## src/rtl/uart_pkg.sv

```systemverilog
// Shared UART types, constants and helpers used by the TX engine (and later the RX side).
package uart_pkg;

  typedef enum logic [2:0] {
    ST_IDLE,
    ST_START,
    ST_DATA,
    ST_PARITY,
    ST_STOP
  } tx_state_e;

  localparam int OVERSAMPLE = 16;

  // Word length select encoding
  localparam logic [1:0] WLS_5 = 2'b00;
  localparam logic [1:0] WLS_6 = 2'b01;
  localparam logic [1:0] WLS_7 = 2'b10;
  localparam logic [1:0] WLS_8 = 2'b11;

  // Keep only the low 5..8 bits selected by wls
  function automatic logic [7:0] uart_mask(input logic [7:0] data, input logic [1:0] wls);
    logic [7:0] m;
    m = 8'hFF >> (WLS_8 - wls);
    return data & m;
  endfunction

  // Parity bit over the masked data; stick parity forces ~eps
  function automatic logic uart_parity(input logic [7:0] data, input logic [1:0] wls,
                                       input logic eps, input logic sp);
    logic [7:0] m;
    m = uart_mask(data, wls);
    if (sp) return ~eps;
    return eps ? ^m : ~^m;
  endfunction

endpackage

```

## src/rtl/uart_tx_engine_if.sv

```systemverilog
// TX FIFO read port: the engine is the master (it pops), the FIFO is the slave.
interface uart_tx_engine_if #(
  parameter int DATA_WIDTH = 8
);
  logic                  fifo_rd;
  logic                  fifo_empty;
  logic [DATA_WIDTH-1:0] fifo_rd_data;

  modport master (output fifo_rd, input fifo_empty, input fifo_rd_data);
  modport slave  (input fifo_rd, output fifo_empty, output fifo_rd_data);
endinterface

```

## src/rtl/uart_tx_engine.sv

```systemverilog
// UART transmit engine: pops words from the TX FIFO and serializes them as
// start / 5-8 data bits LSB-first / optional parity / 1, 1.5 or 2 stop bits,
// timed by an external oversampling baud_tick enable.
module uart_tx_engine #(
  parameter int DATA_WIDTH = 8,
  parameter int OVERSAMPLE = uart_pkg::OVERSAMPLE
) (
  input  logic             clk,
  input  logic             rst,
  input  logic             baud_tick,
  uart_tx_engine_if.master fifo,
  input  logic [1:0]       wls,
  input  logic             stb,
  input  logic             pen,
  input  logic             eps,
  input  logic             sp,
  input  logic             brk,
  output logic             txd,
  output logic             tx_busy,
  output logic             tx_empty
);
  import uart_pkg::*;

  localparam logic [3:0] TICK_LAST = 4'(OVERSAMPLE - 1);
  localparam logic [3:0] TICK_HALF = 4'(OVERSAMPLE / 2 - 1);

  tx_state_e state_q, state_d;
  logic [3:0] tick_q, tick_d;
  logic [2:0] bit_q, bit_d;
  logic [7:0] shreg_q, shreg_d;
  logic [1:0] wls_q, wls_d;
  logic       stb_q, stb_d;
  logic       pen_q, pen_d;
  logic       par_q, par_d;
  logic       txd_q, txd_d;

  logic [DATA_WIDTH-1:0] head_word;
  logic       load;
  logic       line;
  logic       bit_end;
  logic       stop_end;
  logic [2:0] last_bit;

  assign head_word = fifo.fifo_rd_data;
  assign bit_end   = baud_tick && (tick_q == TICK_LAST);
  assign last_bit  = 3'd4 + {1'b0, wls_q};
  // 1 stop: one bit period; 2 stop: two; 1.5 stop (5-bit words): ends half-way through the second
  assign stop_end  = baud_tick &&
                     (stb_q ? (bit_q == 3'd1 &&
                               tick_q == ((wls_q == WLS_5) ? TICK_HALF : TICK_LAST))
                            : (tick_q == TICK_LAST));

  // Next-state, datapath and line level; txd is computed from the post-edge state so it lines up with it
  always_comb begin
    state_d = state_q;
    tick_d  = tick_q;
    bit_d   = bit_q;
    shreg_d = shreg_q;
    wls_d   = wls_q;
    stb_d   = stb_q;
    pen_d   = pen_q;
    par_d   = par_q;
    load    = 1'b0;
    line    = 1'b1;
    if (baud_tick) tick_d = tick_q + 4'd1;
    case (state_q)
      ST_IDLE:   load = !fifo.fifo_empty;
      ST_START:  if (bit_end) state_d = ST_DATA;
      ST_DATA: begin
        if (bit_end) begin
          shreg_d = {1'b0, shreg_q[7:1]};
          if (bit_q == last_bit) begin
            bit_d   = '0;
            state_d = pen_q ? ST_PARITY : ST_STOP;
          end else begin
            bit_d = bit_q + 3'd1;
          end
        end
      end
      ST_PARITY: if (bit_end) state_d = ST_STOP;
      ST_STOP: begin
        if (stop_end) begin
          // Chain straight into the next frame when more data is waiting
          if (!fifo.fifo_empty) load = 1'b1;
          else                  state_d = ST_IDLE;
        end else if (bit_end) begin
          bit_d = bit_q + 3'd1;
        end
      end
      default:   state_d = ST_IDLE;
    endcase
    if (load) begin
      shreg_d = uart_mask(head_word[7:0], wls);
      wls_d   = wls;
      stb_d   = stb;
      pen_d   = pen;
      par_d   = uart_parity(head_word[7:0], wls, eps, sp);
      tick_d  = '0;
      bit_d   = '0;
      state_d = ST_START;
    end
    case (state_d)
      ST_START:  line = 1'b0;
      ST_DATA:   line = shreg_d[0];
      ST_PARITY: line = par_d;
      default:   line = 1'b1;
    endcase
    txd_d = brk ? 1'b0 : line;
  end

  // FSM and datapath registers; a popped word is simply dropped on reset
  always_ff @(posedge clk) begin
    if (rst) begin
      state_q <= ST_IDLE;
      tick_q  <= '0;
      bit_q   <= '0;
      shreg_q <= '0;
      wls_q   <= '0;
      stb_q   <= 1'b0;
      pen_q   <= 1'b0;
      par_q   <= 1'b0;
      txd_q   <= 1'b1;
    end else begin
      state_q <= state_d;
      tick_q  <= tick_d;
      bit_q   <= bit_d;
      shreg_q <= shreg_d;
      wls_q   <= wls_d;
      stb_q   <= stb_d;
      pen_q   <= pen_d;
      par_q   <= par_d;
      txd_q   <= txd_d;
    end
  end

  assign fifo.fifo_rd = load && !rst;
  assign txd          = txd_q;
  assign tx_busy      = (state_q != ST_IDLE);
  assign tx_empty     = (state_q == ST_IDLE) && fifo.fifo_empty;

endmodule

```

## src/flat_wrapper.sv

```systemverilog
// flat-port wrapper written by rule: the top's interface ports become plain ports
module uart_tx_engine_flat import uart_pkg::*;
#(
  parameter int DATA_WIDTH = 8,
  parameter int OVERSAMPLE = uart_pkg::OVERSAMPLE
)
  (clk, rst, baud_tick, wls, stb, pen, eps, sp, brk, txd, tx_busy, tx_empty, fifo_fifo_rd, fifo_fifo_empty, fifo_fifo_rd_data);
  uart_tx_engine_if #(.DATA_WIDTH(DATA_WIDTH)) fifo_i ();
  input  logic clk;
  input  logic rst;
  input  logic baud_tick;
  input  logic [1:0] wls;
  input  logic stb;
  input  logic pen;
  input  logic eps;
  input  logic sp;
  input  logic brk;
  output logic txd;
  output logic tx_busy;
  output logic tx_empty;
  output wire logic [$bits(fifo_i.fifo_rd)-1:0] fifo_fifo_rd;
  input wire logic [$bits(fifo_i.fifo_empty)-1:0] fifo_fifo_empty;
  input wire logic [$bits(fifo_i.fifo_rd_data)-1:0] fifo_fifo_rd_data;
  assign fifo_fifo_rd = fifo_i.fifo_rd;
  assign fifo_i.fifo_empty = fifo_fifo_empty;
  assign fifo_i.fifo_rd_data = fifo_fifo_rd_data;
  uart_tx_engine #(.DATA_WIDTH(DATA_WIDTH), .OVERSAMPLE(OVERSAMPLE)) u_core (.clk(clk), .rst(rst), .baud_tick(baud_tick), .fifo(fifo_i), .wls(wls), .stb(stb), .pen(pen), .eps(eps), .sp(sp), .brk(brk), .txd(txd), .tx_busy(tx_busy), .tx_empty(tx_empty));
endmodule
```

## config.mk

```make
export PLATFORM = sky130hd
export DESIGN_NAME = uart_tx_engine_flat
export DESIGN_NICKNAME = d
export VERILOG_FILES = /design/src/rtl/uart_pkg.sv /design/src/rtl/uart_tx_engine_if.sv /design/src/rtl/uart_tx_engine.sv /design/src/flat_wrapper.sv
export SDC_FILE = /design/constraint.sdc
export NUM_CORES = 1
export LEC_CHECK = 0
export CORE_ASPECT_RATIO = 0.6
export CORE_UTILIZATION = 40
export DETAILED_ROUTE_END_ITERATION = 8
export SETUP_SLACK_MARGIN = 0.3
export SLEW_MARGIN = 25
export SYNTH_ARGS = -nofsm -noshare
export SYNTH_HDL_FRONTEND = slang
export SYNTH_SLANG_ARGS = --single-unit
```

## constraint.sdc

```tcl
create_clock -name clk -period 3.7 [get_ports clk]
set_input_delay 0.74 -clock clk [delete_from_list [all_inputs] [get_ports clk]]
set_output_delay 0.74 -clock clk [all_outputs]
set_load 0.05 [all_outputs]
```

==> key figures <==
Synthesis
  – Synth Cell Area: 0.00131 mm²
  – Mapped Cells: 154
  – Top post-synthesis cells by area: dfxtp_1, nor2_1, nand2_1
  – Main combinational cell family by area after synthesis: simple AND/OR/NAND/NOR gates
  – Post-Synth Simple-Gate Area: 24.0%
  – EDFF count, synth: 0
  – Synth top area share: 36.6%
  – Most used DFF post-synth: dfxtp_1
  – Xor/xnor share of the synthesized area: 8.68%
  – Mapped Nets: 176
  – Post-synth top cells: dfxtp_1, nor2_1, nand2_1
  – Asr flop ratio synth: 0%
  – Ys Warns: 0
  – Largest area contributor in the netlist: dfxtp_1
  – Synth Area in Compound Gates: 17.3%
  – Adder-cell area share of the yosys netlist: 2.86%
  – Most common cell in the synthesized netlist: dfxtp_1
  – Sequential share of the synthesized area: 36.6%
  – Distinct cells, synth: 37
  – Mux cell area share after synthesis: 6.30%
  – Synthesized flop and latch total: 24
  – Average size of a mapped cell: 8.51 µm²

Timing
  – Setup ws final: 0.503 ns
  – Setup TNS: 0 ns
  – Final min period: 3.20 ns
  – Slew @ Worst Pin: 0.610 ns
  – RSZ-0062 raised after global routing: false
  – Final Max Tran Viols: 0
  – Clk_skew: 0.00208 ns
  – Relative slew slack: 59.3%
  – Final Setup Violations: 0
  – FMAX: 0.313 GHz
  – Final period util: 86.4%
  – Hold Vio Cnt, Final: 0

Worst setup path
  – Critical Path RT: 2.96 ns
  – Worst EP arrival: 2.46 ns
  – Slowest Stage Delay on Critical Path: 0.60 ns
  – Worst Setup Path Type: in2out
  – Crit-path max FO: 7
  – Buf+Inv Stages, Crit Path: 2
  – CP cell instances: clkdlybuf4s50_1, nand3_1, a2111oi_4, o21ai_1, nor2_1, buf_12
  – Crit path max-delay family: buffers and inverters
  – Crit end category: output port
  – Crit-path slowest cell: clkdlybuf4s50_1
  – Critical Path Start Type: input pin

Routing
  – DR vias: 1139
  – First-pass DRT Iterations: 4
  – Vias per cell: 5.22
  – DRT antenna net count: 0
  – DRC: 0
  – Wirelength per Cell: 12.9 µm
  – Initial drt markers: 69
  – Final WL: 2.82 mm

Global routing
  – Vias in the first global route: 1001
  – Largest net degree at the start of global routing: 22
  – Global Route Usage Sum: 17.7%
  – GRT overflow: 0
  – Initial antenna violation count: 0
  – First-pass GRT wire length: 4.72 mm

Die
  – Starting Density: 43.9%
  – Placeable Area: 0.00298 mm²
  – Site Rows: 15
  – Die span in x: 75.9 µm
  – Chip Height: 46.4 µm
  – Die area: 0.00352 mm²
  – I/O Pins: 23

Run status
  – Status: complete, no violations

Placed design
  – DP Worst Slack: 0.502 ns
  – Placed cell areas: 0.00158 mm²
  – Hpwl dp: 2.14 mm
  – # port buffers: 22
  – Final GP Congestion: 0.795

Clocking
  – Number of CTS-inserted buffers: 3
  – Post-CTS Hold Buffers: 0
  – Clk slew on worst S/H paths: 0.08 ns
  – Worst-Skew Late Latency: 0.27 ns
  – Post-CTS repair timing setup buffer count: 0
  – Clock Tree Buf Depth: 2
  – Clock Tree Root: clkbuf_8
  – CTS tree: yes
  – Num Clock Sinks: 24
  – Htree depth: 1
  – Cts repair resizes: 0

Power and ir drop
  – Worst VDD drop: 0.169 mV
  – Leak pwr: 0.586 nW
  – Sw frac: 25.7%
  – Sequential power share: 44.6%
  – Psw: 0.000165 W
  – Clock share of power: 36.0%
  – Cell Pwr Density: 388 mW/mm²
  – Combinational power share: 19.4%
  – Int Pwr: 0.000477 W

Hold path
  – HP Class: reg2reg

Final layout
  – Final Cell Area: 0.00165 mm²
  – Area Growth Syn to Fin: 26.0%
  – ANT cells: 0
  – Layout Nets: 199
  – Share of cells above drive strength 1: 9.09%

Run
  – Maximum Capacitance Violations: 0
-- per-stage QoR --
step	instances	utilization (%)	hold slack (ns)	total power (W)
2_1_floorplan	154	-	0.436	0.000368
3_3_place_gp	214	53.0	0.447	0.000414
3_5_place_dp	214	53.0	0.447	0.000417
4_1_cts	218	55.3	0.459	0.000645
5_1_grt	218	55.3	0.486	0.000670
6_report	218	55.3	0.464	0.000642
-- cells in the final DEF, fill, tap and decap left out, types with 2 or more instances in the layout --
cell and instances:
clkdlybuf4s50_1 21, a32oi_1 2, o21ai_0 4, dfxtp_1 24, a21oi_1 10, nor2b_1 3
nand3_1 3, buf_4 3, inv_1 5, mux2_2 2, nand2_1 17, a211oi_1 6
xor2_1 6, or3_1 2, a211o_1 2, nand4_1 2, mux2i_1 6, nand3b_1 3
a31oi_1 2, nor3_1 4, nor2_1 21, clkbuf_8 3, ha_1 3, xnor2_1 7
-- worst reg2reg max path, stage by stage, from the launching register on --
cell       delay (ns)
dfxtp_1          0.36
or4b_4           0.56
a2111oi_4        0.37
nor2_2           0.09
nor2b_1          0.50
nor2_1           0.14
a211o_1          0.28
-- state kept, by name, indices dropped and copies added (netlist names) --
signal          cells
u_core.bit_q        3
u_core.par_q        1
u_core.pen_q        1
u_core.shreg_q      8
u_core.state_q      3
u_core.stb_q        1
u_core.tick_q       4
u_core.txd          1
u_core.wls_q        2
-- final timing paths --
check	from	endpoint	slack [ns]	depth (start not counted)
setup / recovery	baud_tick	fifo_fifo_rd	0.50	6
hold / removal	u_core.pen_q	u_core.pen_q	0.46	2
setup reg to reg	u_core.wls_q[1]	u_core.txd	1.30	6
hold reg to reg	u_core.pen_q	u_core.pen_q	0.46	2
-- per-layer routing --
metal	part of all wire, %	global-route usage, %	routed length, µm	vias to the layer above
met1	56	26.6	1580	529
met4	0.43	3.46	12	0
met5	0	0	0	-
met3	3.5	4.16	99	2
met2	40	25.5	1120	22
li1	-	-	-	586
-- power groups by stage --
stage | registers, W | clock network [W] | logic (W)
2_1_floorplan | 0.000290 | 0 | 0.0000782
3_3_place_gp | 0.000291 | 0 | 0.000123
3_5_place_dp | 0.000292 | 0 | 0.000125
4_1_cts | 0.000286 | 0.000234 | 0.000125
5_1_grt | 0.000288 | 0.000245 | 0.000137
6_report | 0.000286 | 0.000231 | 0.000125
-- cells by family after synthesis --
| group | after synthesis |
|---|---|
| and+or+nand+nor | 63 |
| AOI/OAI and AO/OA | 31 |
| DFF | 24 |
| adders and majority gates | 3 |
| buffers and inverters | 12 |
| muxes | 8 |
| xor gates and xnor gates | 13 |
-- cell type report --
cell class / count / area [µm²]
clock buffers: 3 / 41.3
clock inverters: 1 / 30.0
fillers: 283 / 1330
inverters: 5 / 18.8
multi-input cells: 118 / 776
flip-flops and latches: 24 / 480
well taps: 42 / 52.6
repair buffers: 25 / 253
(Power assumes the default switching activity.)
